--- src/rtl/dcache_pkg.sv ---
// Shared constants and FSM state type for the direct-mapped data cache controller.
// Line layout: [valid][dirty][tag][reserved 0][data].
package dcache_pkg;

  localparam int DC_IDX_BITS  = 11;
  localparam int DC_LINE_BITS = 128;
  localparam int DC_TAG_BITS  = 17;
  localparam int DC_WORD_BITS = 32;
  localparam int DC_CNT_BITS  = 32;

  localparam int DC_BOFF_BITS = $clog2(DC_LINE_BITS / 8);
  localparam int DC_WOFF_BITS = $clog2(DC_LINE_BITS / DC_WORD_BITS);

  localparam int DC_SRAM_W    = DC_LINE_BITS + DC_TAG_BITS + 3;
  localparam int DC_VALID_POS = DC_SRAM_W - 1;
  localparam int DC_DIRTY_POS = DC_SRAM_W - 2;
  localparam int DC_TAG_LSB   = DC_LINE_BITS + 1;
  localparam int DC_RSVD_POS  = DC_LINE_BITS;

  typedef enum logic [2:0] {
    IDLE   = 3'd0,
    LOOKUP = 3'd1,
    WBACK  = 3'd2,
    REFILL = 3'd3,
    FILL   = 3'd4,
    RESP   = 3'd5
  } dc_state_e;

endpackage

--- src/rtl/datacache_stats.sv ---
// Saturating hit / miss / writeback event counters for datacache_ctrl.
module datacache_stats
  import dcache_pkg::*;
(
  input  logic                   clock,
  input  logic                   reset_n,
  input  logic                   i_hit,
  input  logic                   i_miss,
  input  logic                   i_wback,
  output logic [DC_CNT_BITS-1:0] o_hit_count,
  output logic [DC_CNT_BITS-1:0] o_miss_count,
  output logic [DC_CNT_BITS-1:0] o_wback_count
);

  logic [DC_CNT_BITS-1:0] r_hit;
  logic [DC_CNT_BITS-1:0] r_miss;
  logic [DC_CNT_BITS-1:0] r_wback;

  // Counters stick at all-ones rather than wrapping.
  always_ff @(posedge clock or negedge reset_n) begin
    if (!reset_n) begin
      r_hit   <= '0;
      r_miss  <= '0;
      r_wback <= '0;
    end else begin
      if (i_hit && (r_hit != '1))     r_hit   <= r_hit + 1'b1;
      if (i_miss && (r_miss != '1))   r_miss  <= r_miss + 1'b1;
      if (i_wback && (r_wback != '1)) r_wback <= r_wback + 1'b1;
    end
  end

  assign o_hit_count   = r_hit;
  assign o_miss_count  = r_miss;
  assign o_wback_count = r_wback;

endmodule

--- src/rtl/datacache_ctrl.sv ---
// Direct-mapped write-back data cache controller over a dual-port line SRAM.
// Define DATACACHE_STATS_EN to add hit_count/miss_count/wback_count outputs.
module datacache_ctrl
  import dcache_pkg::*;
#(
  parameter int ADDR_WIDTH = DC_IDX_BITS,
  parameter int LINE_BITS  = DC_LINE_BITS,
  parameter int TAG_BITS   = DC_TAG_BITS
) (
  input  logic                          clock,
  input  logic                          reset_n,
  input  logic                          cpu_req_valid,
  output logic                          cpu_req_ready,
  input  logic [31:0]                   cpu_req_addr,
  input  logic                          cpu_req_we,
  input  logic [31:0]                   cpu_req_wdata,
  input  logic [3:0]                    cpu_req_wstrb,
  output logic                          cpu_rsp_valid,
  output logic [31:0]                   cpu_rsp_rdata,
  output logic                          mem_req_valid,
  input  logic                          mem_req_ready,
  output logic                          mem_req_we,
  output logic [31:0]                   mem_req_addr,
  output logic [LINE_BITS-1:0]          mem_req_wdata,
  input  logic                          mem_rsp_valid,
  input  logic [LINE_BITS-1:0]          mem_rsp_rdata,
  output logic                          sram_csb0,
  output logic                          sram_web0,
  output logic [15:0]                   sram_wmask0,
  output logic [ADDR_WIDTH-1:0]         sram_addr0,
  output logic [LINE_BITS+TAG_BITS+2:0] sram_din0,
  input  logic [LINE_BITS+TAG_BITS+2:0] sram_dout0,
  output logic                          sram_csb1,
  output logic [ADDR_WIDTH-1:0]         sram_addr1,
  input  logic [LINE_BITS+TAG_BITS+2:0] sram_dout1
`ifdef DATACACHE_STATS_EN
  ,
  output logic [DC_CNT_BITS-1:0]        hit_count,
  output logic [DC_CNT_BITS-1:0]        miss_count,
  output logic [DC_CNT_BITS-1:0]        wback_count
`endif
);

  localparam int BOFF_BITS = $clog2(LINE_BITS / 8);
  localparam int WOFF_BITS = $clog2(LINE_BITS / DC_WORD_BITS);
  localparam int SRAM_W    = LINE_BITS + TAG_BITS + 3;
  localparam int VALID_POS = SRAM_W - 1;
  localparam int DIRTY_POS = SRAM_W - 2;
  localparam int TAG_LSB   = LINE_BITS + 1;

  dc_state_e r_state;
  dc_state_e w_next;

  logic [31:0]           r_addr;
  logic                  r_we;
  logic [31:0]           r_wdata;
  logic [3:0]            r_wstrb;
  logic [LINE_BITS-1:0]  r_line;
  logic [TAG_BITS-1:0]   r_vtag;
  logic [31:0]           r_rdata;
  logic                  r_wait;

  logic [ADDR_WIDTH-1:0] w_idx;
  logic [TAG_BITS-1:0]   w_tag;
  logic [WOFF_BITS-1:0]  w_off;
  logic                  w_hit;
  logic                  w_vdirty;
  logic [LINE_BITS-1:0]  w_lookup_data;
  logic [31:0]           w_lookup_word;
  logic [31:0]           w_refill_word;
  logic [LINE_BITS-1:0]  w_merge_src;
  logic [LINE_BITS-1:0]  w_merged;
  logic [LINE_BITS-1:0]  w_fill_line;
  logic                  w_unused;

  assign w_idx         = r_addr[BOFF_BITS +: ADDR_WIDTH];
  assign w_tag         = r_addr[31 -: TAG_BITS];
  assign w_off         = r_addr[BOFF_BITS-1:2];
  assign w_lookup_data = sram_dout1[LINE_BITS-1:0];
  assign w_hit         = sram_dout1[VALID_POS] && (sram_dout1[TAG_LSB +: TAG_BITS] == w_tag);
  assign w_vdirty      = sram_dout1[VALID_POS] && sram_dout1[DIRTY_POS];
  assign w_lookup_word = w_lookup_data[int'(w_off)*32 +: 32];
  assign w_refill_word = mem_rsp_rdata[int'(w_off)*32 +: 32];
  assign w_merge_src   = (r_state == LOOKUP) ? w_lookup_data : r_line;
  assign w_fill_line   = r_we ? w_merged : r_line;
  assign w_unused      = ^{r_addr[1:0], sram_dout0, sram_dout1[LINE_BITS]};

  // Store merge: only strobed bytes of the addressed word are replaced.
  always_comb begin
    w_merged = w_merge_src;
    for (int b = 0; b < 4; b++) begin
      if (r_wstrb[b]) w_merged[int'(w_off)*32 + b*8 +: 8] = r_wdata[b*8 +: 8];
    end
  end

  always_ff @(posedge clock or negedge reset_n) begin
    if (!reset_n) r_state <= IDLE;
    else          r_state <= w_next;
  end

  always_comb begin
    w_next = r_state;
    case (r_state)
      IDLE:    if (cpu_req_valid) w_next = LOOKUP;
      LOOKUP: begin
        if (w_hit)         w_next = RESP;
        else if (w_vdirty) w_next = WBACK;
        else               w_next = REFILL;
      end
      WBACK:   if (mem_req_ready) w_next = REFILL;
      REFILL:  if (r_wait && mem_rsp_valid) w_next = FILL;
      FILL:    w_next = RESP;
      RESP:    w_next = IDLE;
      default: w_next = IDLE;
    endcase
  end

  // r_wait separates the REFILL request phase from the response wait.
  always_ff @(posedge clock or negedge reset_n) begin
    if (!reset_n) begin
      r_addr  <= '0;
      r_we    <= 1'b0;
      r_wdata <= '0;
      r_wstrb <= '0;
      r_line  <= '0;
      r_vtag  <= '0;
      r_rdata <= '0;
      r_wait  <= 1'b0;
    end else begin
      case (r_state)
        IDLE: begin
          if (cpu_req_valid) begin
            r_addr  <= cpu_req_addr;
            r_we    <= cpu_req_we;
            r_wdata <= cpu_req_wdata;
            r_wstrb <= cpu_req_wstrb;
            r_wait  <= 1'b0;
          end
        end
        LOOKUP: begin
          r_line  <= w_lookup_data;
          r_vtag  <= sram_dout1[TAG_LSB +: TAG_BITS];
          r_rdata <= (w_hit && !r_we) ? w_lookup_word : 32'd0;
        end
        REFILL: begin
          if (!r_wait) begin
            if (mem_req_ready) r_wait <= 1'b1;
          end else if (mem_rsp_valid) begin
            r_wait  <= 1'b0;
            r_line  <= mem_rsp_rdata;
            r_rdata <= r_we ? 32'd0 : w_refill_word;
          end
        end
        default: ;
      endcase
    end
  end

  // Outputs are forced to their idle values while reset_n is low so that
  // cpu_req_ready does not advertise IDLE during reset.
  always_comb begin
    cpu_req_ready = 1'b0;
    cpu_rsp_valid = 1'b0;
    cpu_rsp_rdata = '0;
    mem_req_valid = 1'b0;
    mem_req_we    = 1'b0;
    mem_req_addr  = '0;
    mem_req_wdata = '0;
    sram_csb0     = 1'b1;
    sram_web0     = 1'b1;
    sram_wmask0   = '0;
    sram_addr0    = '0;
    sram_din0     = '0;
    sram_csb1     = 1'b1;
    sram_addr1    = '0;
    if (reset_n) begin
      case (r_state)
        IDLE: begin
          cpu_req_ready = 1'b1;
          if (cpu_req_valid) begin
            sram_csb1  = 1'b0;
            sram_addr1 = cpu_req_addr[BOFF_BITS +: ADDR_WIDTH];
          end
        end
        LOOKUP: begin
          if (w_hit && r_we) begin
            sram_csb0   = 1'b0;
            sram_web0   = 1'b0;
            sram_wmask0 = '1;
            sram_addr0  = w_idx;
            sram_din0   = {1'b1, 1'b1, w_tag, 1'b0, w_merged};
          end
        end
        WBACK: begin
          mem_req_valid = 1'b1;
          mem_req_we    = 1'b1;
          mem_req_addr  = {r_vtag, w_idx, {BOFF_BITS{1'b0}}};
          mem_req_wdata = r_line;
        end
        REFILL: begin
          if (!r_wait) begin
            mem_req_valid = 1'b1;
            mem_req_addr  = {w_tag, w_idx, {BOFF_BITS{1'b0}}};
          end
        end
        FILL: begin
          sram_csb0   = 1'b0;
          sram_web0   = 1'b0;
          sram_wmask0 = '1;
          sram_addr0  = w_idx;
          sram_din0   = {1'b1, r_we, w_tag, 1'b0, w_fill_line};
        end
        RESP: begin
          cpu_rsp_valid = 1'b1;
          cpu_rsp_rdata = r_rdata;
        end
        default: ;
      endcase
    end
  end

`ifdef DATACACHE_STATS_EN
  logic w_stat_hit;
  logic w_stat_miss;
  logic w_stat_wback;

  assign w_stat_hit   = (r_state == LOOKUP) && w_hit;
  assign w_stat_miss  = (r_state == LOOKUP) && !w_hit;
  assign w_stat_wback = (r_state == LOOKUP) && !w_hit && w_vdirty;

  datacache_stats u_stats (
    .clock         (clock),
    .reset_n       (reset_n),
    .i_hit         (w_stat_hit),
    .i_miss        (w_stat_miss),
    .i_wback       (w_stat_wback),
    .o_hit_count   (hit_count),
    .o_miss_count  (miss_count),
    .o_wback_count (wback_count)
  );
`endif

endmodule

--- config.mk ---
export PLATFORM = sky130hd
export DESIGN_NAME = datacache_ctrl
export DESIGN_NICKNAME = d
export VERILOG_FILES = /design/src/rtl/dcache_pkg.sv /design/src/rtl/datacache_stats.sv /design/src/rtl/datacache_ctrl.sv
export SDC_FILE = /design/constraint.sdc
export NUM_CORES = 1
export LEC_CHECK = 0
export ABC_AREA = 0
export CORE_AREA = 2 2 343 345
export CTS_CLUSTER_DIAMETER = 50
export DETAILED_ROUTE_END_ITERATION = 7
export DIE_AREA = 0 0 345 347
export PLACE_DENSITY = 0.48
export SLEW_MARGIN = 20
export SYNTH_ARGS = -nofsm -noshare
export SYNTH_HDL_FRONTEND = slang
export SYNTH_SLANG_ARGS = --single-unit
--- constraint.sdc ---
create_clock -name clock -period 6.1 [get_ports clock]
set_input_delay 0.61 -clock clock [delete_from_list [all_inputs] [get_ports clock]]
set_output_delay 0.61 -clock clock [all_outputs]
set_load 0.02 [all_outputs]
# Word-level counts from Yosys, hierarchy flattened

Index checks and enable logic that the tools add are counted.

Output and inout port bits: 385
Flip-flop bits (word level): 250
Logic and storage cells: 113
Input port bits: 498

$add $sub $neg: 7
Eq/ne operators: 11
Muxes and demuxes: 63
Shift operators: 10
Reduce and logical (&&, ||, !) cells: 13

Operators with widths:

| kind                                                   | number |
|---|---|
| two-way mux 128 bit                                    | 10 |
| bitwise mux 128 bit                                    | 4 |
| variable shift 8 x 33 -> 128 bit, first input constant | 4 |
| indexed part select 8 x 33 -> 128 bit                  | 4 |
| two-way mux 148 bit                                    | 2 |
| one-hot mux 148 bit (2 select lines)                   | 1 |
| two-way mux 32 bit                                     | 8 |
| one-hot mux 128 bit (2 select lines)                   | 1 |
| indexed part select 128 x 8 -> 32 bit                  | 2 |
| one-hot mux 32 bit (2 select lines)                    | 2 |
| negation 8 -> 33 bit                                   | 3 |
| two-way mux 11 bit                                     | 5 |
| negation 7 -> 33 bit                                   | 1 |
| two-way mux 16 bit                                     | 2 |
| one-hot mux 16 bit (2 select lines)                    | 1 |
| one-hot mux 11 bit (2 select lines)                    | 1 |
| two-way mux 1 bit                                      | 18 |
| == test 17 bit                                         | 1 |
| adder 7 x 5 -> 8 bit, second input constant            | 2 |
| one-hot mux 3 bit (5 select lines)                     | 1 |
| two-way mux 3 bit                                      | 4 |
| != test 2 bit, second input constant                   | 5 |
| adder 7 x 4 -> 8 bit, second input constant            | 1 |
| == test 3 x 2 -> 1 bit, second input constant          | 2 |
| other kinds (9)                                        | 19 |

# Longest topological paths before layout

Gate-level depths: netlist of the first run.

Word-level depth: 13
Depth in mapped cells: 10
Gate-level depth less buffers: 7

# Least setup slack after synthesis of the first run

No wires, ideal clock.

Kind: in2out
Start point: input sram_dout1[135]
End point: output sram_wmask0[0]
Required time: 5.490 ns
Cell stages on the path: 8
Arrival time: 2.387 ns
Buffers on the path: 3
Slack: 3.103 ns
Cells stage by stage: xor2_1 -> nor4_1 -> and3_1 -> nand4_1 -> clkbuf_1 -> buf_2 -> nand2_1 -> buf_4

Word-level cells in the longest chain between the ends: 6

Ends and longest elaborated chain:

| item                                | line                  | text |
|---|---|---|
| from (decl)                         | datacache_ctrl.sv:35  | `input logic [LINE_BITS+TAG_BITS+2:0] sram_dout1` |
| == test 17 bit                      | datacache_ctrl.sv:80  | `assign w_hit = sram_dout1[VALID_POS] && (sram_dout1[TAG_LSB +: TAG_BITS] == w_tag);` |
| logical AND 1 bit                   | datacache_ctrl.sv:80  |  |
| logical AND 1 bit                   | datacache_ctrl.sv:186 | `if (w_hit && r_we) begin` |
| two-way mux 16 bit                  | datacache_ctrl.sv:186 |  |
| one-hot mux 16 bit (2 select lines) | datacache_ctrl.sv:177 | `case (r_state)` |
| two-way mux 16 bit                  | datacache_ctrl.sv:176 | `if (reset_n) begin` |
| to (decl)                           | datacache_ctrl.sv:29  | `output logic [15:0] sram_wmask0,` |

Every way passes these cells.

# Worst setup path in the final report of the first run

Start point: register r_addr[3]
End point: output sram_din0[90]

Word-level cells in the longest chain between the ends: 13
Elaborated cells on any way between the ends: 27
Those cells by class: add/sub: 7; shift: 8; mux: 12

Ends and longest elaborated chain:

| item                                                                         | line                                        | text |
|---|---|---|
| from (decl)                                                                  | datacache_ctrl.sv:54                        | `logic [31:0] r_addr;` |
| from (signal assigned)                                                       | datacache_ctrl.sv:133                       | `r_addr <= cpu_req_addr;` |
| parallel branches: the longest is 9 deep, another holds negation 8 -> 33 bit | --                                          |  |
| two-way mux 128 bit (*)                                                      | datacache_ctrl.sv:92                        | `if (r_wstrb[b]) w_merged[int'(w_off)*32 + b*8 +: 8] = r_wdata[b*8 +: 8];` |
| two-way mux 128 bit / two-way mux 148 bit (equally long branches)            | datacache_ctrl.sv:85, datacache_ctrl.sv:186 |  |
| one-hot mux 148 bit (2 select lines) (*)                                     | datacache_ctrl.sv:177                       |  |
| two-way mux 148 bit (*)                                                      | datacache_ctrl.sv:176                       |  |
| to (decl)                                                                    | datacache_ctrl.sv:31                        | `output logic [LINE_BITS+TAG_BITS+2:0] sram_din0,` |

Mark *: on every way between the ends.

==> key figures, run 1 <==
STA
  • Pins Over Slew Limit: 0
  • Headroom to the max-slew limit: 0.356
  • Fmax: 0.196 GHz
  • Worst Slack Setup Final: 0.989 ns
  • Slew of the pin with the lowest slew margin: 0.965 ns
  • Period minus WS final: just over 5 ns
  • RSZ-0062 raised after global routing: no
  • Final hold vios: 0
  • Final clock skew: 0.0322 ns
  • Setup_tns: 0 ns
  • Tcrit/Tclk final: 0.838
  • Setup Viol. Count Final: 0

Clock network
  • Htree depth: 3
  • CTS Root Cell: clkbuf_16
  • Clock Pin Slew Worst Setup and Hold Paths: roughly 0.05 ns
  • CTS Buffer Depth: 3
  • TritonCTS clock tree: built
  • CTS sink cnt: 248
  • Worst skew pair latency: 0.61 ns
  • CTS Buf Count: 66

Critical path
  • Crit. End Element: output port
  • Crit path cell chain: buf_4 > ha_1 > and3b_1 > buf_4 > and2_0 > a22o_1 > a22oi_1 > a21oi_1 > clkdlybuf4s50_1
  • Startpoint types: flip-flop
  • Worst path max stage delay: 0.80 ns
  • Critical path arrival: 4.50 ns
  • CP max FO: 48
  • Crit path max-delay cell type: clkdlybuf4s50_1
  • CP top delay family: buffers and inverters
  • CP Buf/Inv Count: 3
  • CP Class: flip-flop to output port
  • Worst path required time: 5.49 ns
  • Cell mode on critical path: buf_4

Synthesis
  • Post-synthesis sequential area ratio: 0.348
  • Netlist cell types: 48
  • Synth Warn #: 0
  • Mapped Avg Cell Area: 9.16 sq um
  • Yosys reg bits: 248
  • Post-synth top flop: dfrtp_1
  • Synth Instances: 1,948
  • Post-Syn Area: 0.0178 sq mm
  • Async set-reset flop share out of synthesis: 1.00
  • Post-synth EDFFs: 0

Detailed routing
  • Final wirelength: 116,000 um
  • Routed vias: 19,200
  • Post-route antenna net violation count: 0
  • Vias per cell: 4.58
  • DR DRC count: 0
  • Drt wl/cell: 27.7 um
  • DR iter-0 viols: ~1,300
  • TritonRoute pass-1 iters: 5

Floorplan
  • Row count: 125
  • Starting Density: 0.154
  • Die W: 345 um
  • Ports: 883
  • DIE AREA: 0.120 sq mm
  • Core footprint: around 0.12 sq mm
  • Die height: 347 um

Global routing
  • Congestion Overflow GR: 0
  • Vias in the first global route: 19,900
  • Gr usage total: 0.187
  • Largest net degree at the start of global routing: 136
  • Initial antenna violation count: 24
  • First-pass GRT wire length: 160,000 um

Placed design
  • Final Wtd Congestion: 0.869
  • Post-Place Cells: 4,062
  • Setup WS pre-CTS: 1.33 ns
  • DP HPWL: 85,700 um
  • # port buffers: between 700 and 800

Status
  • Outcome: finished clean

Finish
  • Area grow syn2layout: 63.4%
  • Final layout net count: about 3,100
  • Final cell count without fillers: 4,195
  • Fraction of layout cells with a size suffix above 1: 0.126

Run
  • Max cap viols: 0

Power
  • LEAKAGE: 11.2 nW
  • Power Density: 481 mW/mm^2
  • Worst VDD drop: 0.268 mV

Worst hold path
  • Tightest Hold Check Type: flip-flop to flip-flop
## cell families (layout without fill, tap and decap cells)
logic type	after synthesis	count (layout)	synth area share
adders and majority gates	5	5	0.00351
xor gates and xnor gates	17	17	0.00834
and+or+nand+nor	529	529	0.148
muxes	257	257	0.194
DFF	248	248	0.348
other	1	19	0.000210
AOI/OAI and AO/OA	651	651	0.235
buffers and inverters	240	945	0.0637
## per-layer routing
layer,track usage,share of wire,vias up,routed length [um]
li1,-,-,8449,-
met1,0.238,0.42,9588,49100
met2,0.297,0.46,944,52800
met3,0.0565,0.084,219,9720
met4,0.0718,0.037,16,4240
met5,0,0.00097,-,113
## flip-flops by register name, summed over array words and instances, names as in the netlist
register and flops:
r_line 128, r_rdata 32, r_wdata 32, r_addr 30, r_vtag 17, r_wstrb 4
r_state 3, r_wait 1, r_we 1
## what timing repair did
| action | CTS | global route |
|---|---|---|
| buffers inserted | 0 | 0 |
| gates resized for setup | 0 | 0 |
| hold buffers | 1 | 0 |
| endpoints found under the hold margin | 44 | 0 |
## worst register-to-register path: stages (launching register included)
cell	delay, ns
dfrtp_1	0.57
nor2b_1	0.27
a21bo_4	0.57
buf_4	0.54
buf_4	0.69
o21ai_0	0.25
## path summary, 6_finish.rpt
path	depth (start not counted)	start	end	slack (ns)
max	9	r_addr[3]	sram_din0[90]	0.99
max reg2reg	5	r_state[0]	r_line[89]	3.04
min	2	r_vtag[3]	r_vtag[3]	0.47
min in group asynchronous	2	reset_n	r_addr[17]	0.54
min reg2reg	2	r_vtag[3]	r_vtag[3]	0.47
max in group asynchronous	4	reset_n	r_wdata[17]	3.44
## placed cells by master, fill, tap and decap left out, types with 6 or more instances in the layout
cell,synthesis,routed
clkdlybuf4s50_1,0,725
dfrtp_1,248,245
nand2_1,223,223
a21oi_1,178,178
and2_1,178,177
a22oi_1,175,175
o21ai_0,166,166
mux2i_1,128,128
a22o_1,75,75
clkbuf_16,0,68
nor2_1,66,65
mux2_2,65,65
mux4_2,64,64
buf_4,22,57
inv_1,36,36
a21boi_0,29,29
diode_2,0,14
bufinv_16,0,14
xnor2_1,13,13
and3_1,12,12
clkbuf_8,0,9
a32o_1,7,7
clkbuf_1,102,7
buf_12,0,7
nand3_1,7,6
a21bo_2,7,6
clkinv_2,0,6
clkinvlp_4,0,6
## synthesized netlist by cell type (5+ instances only)
| cell type | number | area, sq um |
|---|---|---|
| xnor2_1 | 13 | 114 |
| nand3_1 | 7 | 35.0 |
| a22oi_1 | 175 | 1310 |
| and2_1 | 178 | 1110 |
| a32o_1 | 7 | 70.1 |
| a21bo_2 | 7 | 70.1 |
| buf_4 | 22 | 165 |
| a22o_1 | 75 | 657 |
| buf_6 | 10 | 113 |
| a21oi_1 | 178 | 891 |
| nor3_1 | 5 | 25.0 |
| clkbuf_1 | 102 | 383 |
| mux2_2 | 65 | 732 |
| mux2i_1 | 128 | 1280 |
| and4b_1 | 6 | 60.1 |
| and3_1 | 12 | 75.1 |
| o21ai_0 | 166 | 831 |
| dfrtp_1 | 248 | 6210 |
| nor2_1 | 66 | 248 |
| buf_1 | 8 | 30.0 |
| mux4_2 | 64 | 1440 |
| ha_1 | 5 | 62.6 |
| nand2_1 | 223 | 837 |
| inv_1 | 36 | 135 |
| nand4_1 | 5 | 31.3 |
| buf_2 | 62 | 310 |
| a21boi_0 | 29 | 218 |
## cell type report
class | instances | area (sq um)
Tap cell | 1524 | 1910
Inverter | 36 | 135
Sequential cell | 248 | 6220
Clock buffer | 84 | 1850
Timing Repair Buffer | 791 | 7850
Antenna cell | 14 | 35.0
Multi-Input combinational cell | 1464 | 10600
Fill cell | 12600 | 86600
Clock inverter | 34 | 573
## report_power, final
part	total, mW	leakage [nW]	internal, mW	switching [mW]
sequential	3.43	3.08	2.47	0.959
clock	3.92	1.17	2.73	1.19
combinational	6.67	7.00	2.76	3.91
## per-stage QoR
stage	util	total power, mW	hold WS, ns	cell area, sq um
5_1_grt	0.252	14.8	0.498	29200
3_3_place_gp	0.231	10.1	0.465	26700
6_report	0.252	14.0	0.474	29200
3_5_place_dp	0.231	10.2	0.463	26700
2_1_floorplan	-	7.25	0.314	17900
4_1_cts	0.252	14.2	0.476	29100
Note: power is estimated with default switching activity, not from simulation.
==> inputs of run 2 (changes only) <==
CORE_AREA = 2 2 341 343   (was 2 2 343 345)
DIE_AREA = 0 0 343 345   (was 0 0 345 347)
PLACE_DENSITY = 0.49   (was 0.48)
clock period = 4.1 ns   (was 6.1 ns; I/O delays follow)
==> run 2 against run 1 <==
Final cell count up 0.95%. Sequential power rose by 46%. Setup slack got worse by 0.83 ns. Global-route usage barely moved. Clock power increased by 31%. Non-clock buffer count up 48. Clock skew decreased by 0.0017 ns. Critical path depth is 1 lower. Register-to-register slack worse by 1.3 ns. First-iteration DRC count fell by 7.0%. Utilization is 0.53 points higher. Flip-flop and latch count stayed put. Highest routed layer unchanged.
==> key figures, run 2 (synthesis results as in run 1) <==
Detailed routing
  • Final wirelength: about 110,000 um
  • TritonRoute pass-1 iters: 5
  • Routed vias: 19,300
  • Drt wl/cell: roughly 27 um
  • Post-route antenna net violation count: 0
  • Vias per cell: 4.56
  • DR iter-0 viols: around 1,200
  • DR DRC count: 0

Floorplan
  • Starting Density: 0.155
  • Die W: 343 um
  • Core footprint: 0.115 sq mm
  • DIE AREA: 0.118 sq mm
  • Die height: 345 um
  • Ports: 883
  • Row count: 125

Clock network
  • CTS Buf Count: 60
  • Clock Pin Slew Worst Setup and Hold Paths: 0.05 ns
  • Htree depth: 2
  • CTS sink cnt: about 250
  • Worst skew pair latency: roughly 0.65 ns
  • CTS Root Cell: clkbuf_16
  • TritonCTS clock tree: built
  • CTS Buffer Depth: 3

STA
  • Final hold vios: 0
  • Headroom to the max-slew limit: 0.383
  • Slew of the pin with the lowest slew margin: about 0.93 ns
  • Tcrit/Tclk final: 0.960
  • Setup Viol. Count Final: 0
  • Pins Over Slew Limit: 0
  • Period minus WS final: 3.94 ns
  • RSZ-0062 raised after global routing: yes
  • Hold WS: around 0.26 ns
  • Fmax: 0.254 GHz
  • Final clock skew: 0.0306 ns

Placed design
  • Final Wtd Congestion: 0.891
  • # port buffers: 726
  • Post-Place Cells: 4,109
  • DP HPWL: around 87,000 um

Critical path
  • Worst path max stage delay: approximately 0.64 ns
  • FF-to-FF Start: r_we
  • Crit path cell chain: buf_4 > buf_6 > and4b_2 > a22oi_1 > nor2_1 > a21oi_1 > a21oi_1 > clkdlybuf4s50_1
  • CP Class: flip-flop to output port
  • Worst path required time: 3.69 ns
  • Cell mode on critical path: a21oi_1
  • Critical path arrival: 3.53 ns
  • Crit. End Element: output port
  • Startpoint types: flip-flop
  • CP max FO: 26
  • Critical path origin: r_addr[2]
  • Crit path max-delay cell type: clkdlybuf4s50_1

Finish
  • Number of flip-flops in the largest register: about 130
  • Final layout net count: between 3,000 and 4,000
  • Fillers: 12,500
  • Area grow syn2layout: 65.9%
  • Commonest cells after routing, fill and taps aside: clkdlybuf4s50_1 (679), dfrtp_1 (245), nand2_1 (221), a21oi_1 (178), and2_1 (178)
  • Most common cell after layout, fill and taps aside: clkdlybuf4s50_1
  • Final Util: 0.257
  • Largest registers: r_line (128), r_rdata (32), r_wdata (32)
  • Top reg by flops: r_line
  • Final cell count without fillers: around 4,200
  • Fraction of layout cells with a size suffix above 1: 0.159

Power
  • Power Density: 691 mW/mm^2
  • Switch share: 0.441
  • Part of the power in combinational logic: 0.503
  • Clock Power Share: 0.251
  • Switching power: 9.03 mW
  • Pint: approximately 11 mW
  • LEAKAGE: around 12 nW
  • Flop pwr share: 0.245
  • Worst VDD drop: approximately 0.66 mV

Global routing
  • First-pass GRT wire length: 159,000 um
  • Vias in the first global route: 20,200
  • Gr usage total: 0.188
  • Congestion Overflow GR: 0
  • Initial antenna violation count: 27
  • Largest net degree at the start of global routing: 159

Worst hold path
  • Tightest Hold Check Type: input port to async pin

Status
  • Outcome: finished clean

Run
  • Max cap viols: 0
[run 2: stage by stage]
stage / worst slack [ns] / area (sq um) / TNS (ns) / total power [mW]
2_1_floorplan: 1.34 / 17900 / 0 / 10.8
3_3_place_gp: 0.331 / 27400 / 0 / 15.3
3_5_place_dp: 0.322 / 27400 / 0 / 15.4
4_1_cts: -0.00360 / 29600 / -0.00360 / 20.7
5_1_grt: -0.0401 / 29600 / -0.0789 / 21.7
6_report: 0.164 / 29600 / 0 / 20.5
[run 2: routing by layer]
metal	GRT usage	share of wire	vias up	wire length [um]
li1	-	-	8542	-
met1	0.235	0.41	9639	47200
met2	0.299	0.45	915	52200
met3	0.0638	0.10	198	11500
met4	0.0620	0.033	16	3800
met5	0	0.00098	-	113
[run 2: critical path: cells and delay by family (launching register included)]
kind | cells | cell delay [ns]
buffers and inverters | 3 | 1.39
AND/OR/NAND/NOR | 2 | 0.58
AO/OA/AOI/OAI | 3 | 0.40
flip-flops | 1 | 0.46
[run 2: timing repair]
item                                   in CTS  in global routing
setup buffers                               1                  0
setup endpoints to repair                  51                 19
resized for setup                          17                  4
endpoints found under the hold margin      35                  0
gates cloned                                0                  0
hold buffers                                1                  0
[run 2: final cells by class]
| cell class | instances | area [sq um] | share of cell area |
|---|---|---|---|
| Antenna cell | 14 | 35.0 | 0.00118 |
| Clock buffer | 74 | 1610 | 0.0545 |
| Clock inverter | 36 | 495 | 0.0167 |
| Inverter | 36 | 135 | 0.00456 |
| Multi-Input combinational cell | 1464 | 10600 | 0.359 |
| Sequential cell | 248 | 6220 | 0.210 |
| Tap cell | 1524 | 1910 | 0.0644 |
| Timing Repair Buffer | 839 | 8560 | 0.289 |
[run 2: worst paths after layout]
check                      slack, ns  cells past startpoint       endpoint
min reg2reg                     0.48                      2     r_vtag[16]
min                             0.26                      2     r_vtag[16]
max reg2reg                     1.76                      5    r_rdata[19]
max                             0.16                      8  sram_din0[54]
max in group asynchronous       1.89                      4     r_wstrb[1]
min in group clock              0.35                      3      r_addr[2]
[run 2: power groups by stage]
stage / sequential, mW / clock (mW) / combinational [mW]
2_1_floorplan: 4.35 / 0 / 6.45
3_3_place_gp: 5.00 / 0 / 10.3
3_5_place_dp: 5.02 / 0 / 10.3
4_1_cts: 5.01 / 5.30 / 10.4
5_1_grt: 5.18 / 5.38 / 11.1
6_report: 5.02 / 5.14 / 10.3
==> inputs of run 3 (changes only) <==
GPL_TIMING_DRIVEN = 1   (was unset)
==> results of run 3 <==
The final DEF is identical to that of run 2; final timing and power are the same.
==> variant: new RTL, flow settings as in run 2 <==
The option `DATACACHE_STATS_EN` is turned on by a define.
--- a/src/rtl/datacache_ctrl.sv
+++ b/src/rtl/datacache_ctrl.sv
@@ -1,5 +1,7 @@
 // Direct-mapped write-back data cache controller over a dual-port line SRAM.
 // Define DATACACHE_STATS_EN to add hit_count/miss_count/wback_count outputs.
+`define DATACACHE_STATS_EN
+
 module datacache_ctrl
   import dcache_pkg::*;
 #(
New outputs: hit_count, miss_count and wback_count. Function: not settled (the Yosys comparison gave no result); the edit may change what the design does.
==> variant against run 2 <==
Sequential share of layout area up 3.4 points; cell area increased by 20%; via count up 22%; clock skew grew 0.0070 ns; routed wire length grew 15%; utilization grew 5.0 points; clock power is 22% higher; total power up 17%; synthesized area up 21%; sequential cell count grew 96; worst setup slack lost 0.0011 ns; first-iteration DRC count is 60% higher; final cell count up 15%; count of clock-buffer cells in the layout up 12; critical path type unchanged; largest power group unchanged.
==> variant: results (changes against run 2) <==
GRT
  • Global Route met1 Usage: 0.2675 (+0.03251)
  • GR Util met3: 0.09770 (+0.03385)
  • Initial antenna violation count: 53 (+96%)

Layout
  • Signal buffers share of area: 0.2824 (-0.006792)
  • Final Instance Count excl. Fillers: 4885 (+15%)
  • Sequential cell area share: 0.2435 (+0.03352)
  • Clkbuf count: 86 (+16%)
  • Multi-Input Combinational: 1907 (+30%)
  • Non-Clock Buffer Count: 941 (+12%)
  • Invs w/o clock: 10 (-72%)
  • Layout cells sized above 1: 0.1488 (-0.01062)

Worst setup path
  • Critical path origin: r_addr[22]
  • CP max FO: 58 (+120%)
  • Worst reg-to-reg setup slack: 1.24 ns (-0.52 ns)
  • Worst flop-to-flop path startpoint: r_state[2]

Detailed routing
  • Met3 WL post-DR: 15870 um (+38%)
  • Met1 wire length: 53260 um (+13%)
  • Routed WL: 131700 um (+15%)

CTS
  • Post_cts resized: 19 (+2)
  • Number of H-tree levels: 3 (+1)

STA
  • Hold WS: 0.04074 ns (-0.2242 ns)
  • Clk_skew: 0.03761 ns (+0.007031 ns)

Placement
  • Detailed Place HPWL: 99670 um (+15%)
  • PortBufs: 822 (+13%)
  • Dpl cells: 4725 (+15%)

Synth
  • FF+latch count, synth: 344 (+39%)
  • Top cells by area, synth: dfrtp_1 40%, nand2_1 7.7%, mux4_2 6.7%

Status
  • Status: finished clean
[variant: cell count changes after synthesis, sizes merged, moves of 32 or more]
cell,before,now
dfrtp,248,344
buf,102,43
o21ai,167,56
a311oi,0,48
xnor2,13,77
a31oi,1,128
a21oi,183,54
and3,12,67
nand3,7,39
a22oi,175,129
clkbuf,102,160
nor2,67,343
nand2,223,444
mux2i,128,0
[variant: power by group]
part           internal [mW]  switching [mW]  total [mW]
Clock                   3.97            2.31        6.28
Combinational           4.69            6.74        11.4
Sequential              4.75            1.50        6.25
Total                   13.4            10.6        24.0
[variant: kinds of logic after synthesis]
| kind of cell | synth area share |
|---|---|
| AOI/OAI and AO/OA | 0.1622 |
| and+or+nand+nor | 0.2464 |
| other | 0.0001738 |
| adders and majority gates | 0.004640 |
| xor gates and xnor gates | 0.04425 |
| muxes | 0.1014 |
| DFF | 0.3990 |
| buffers and inverters | 0.04193 |
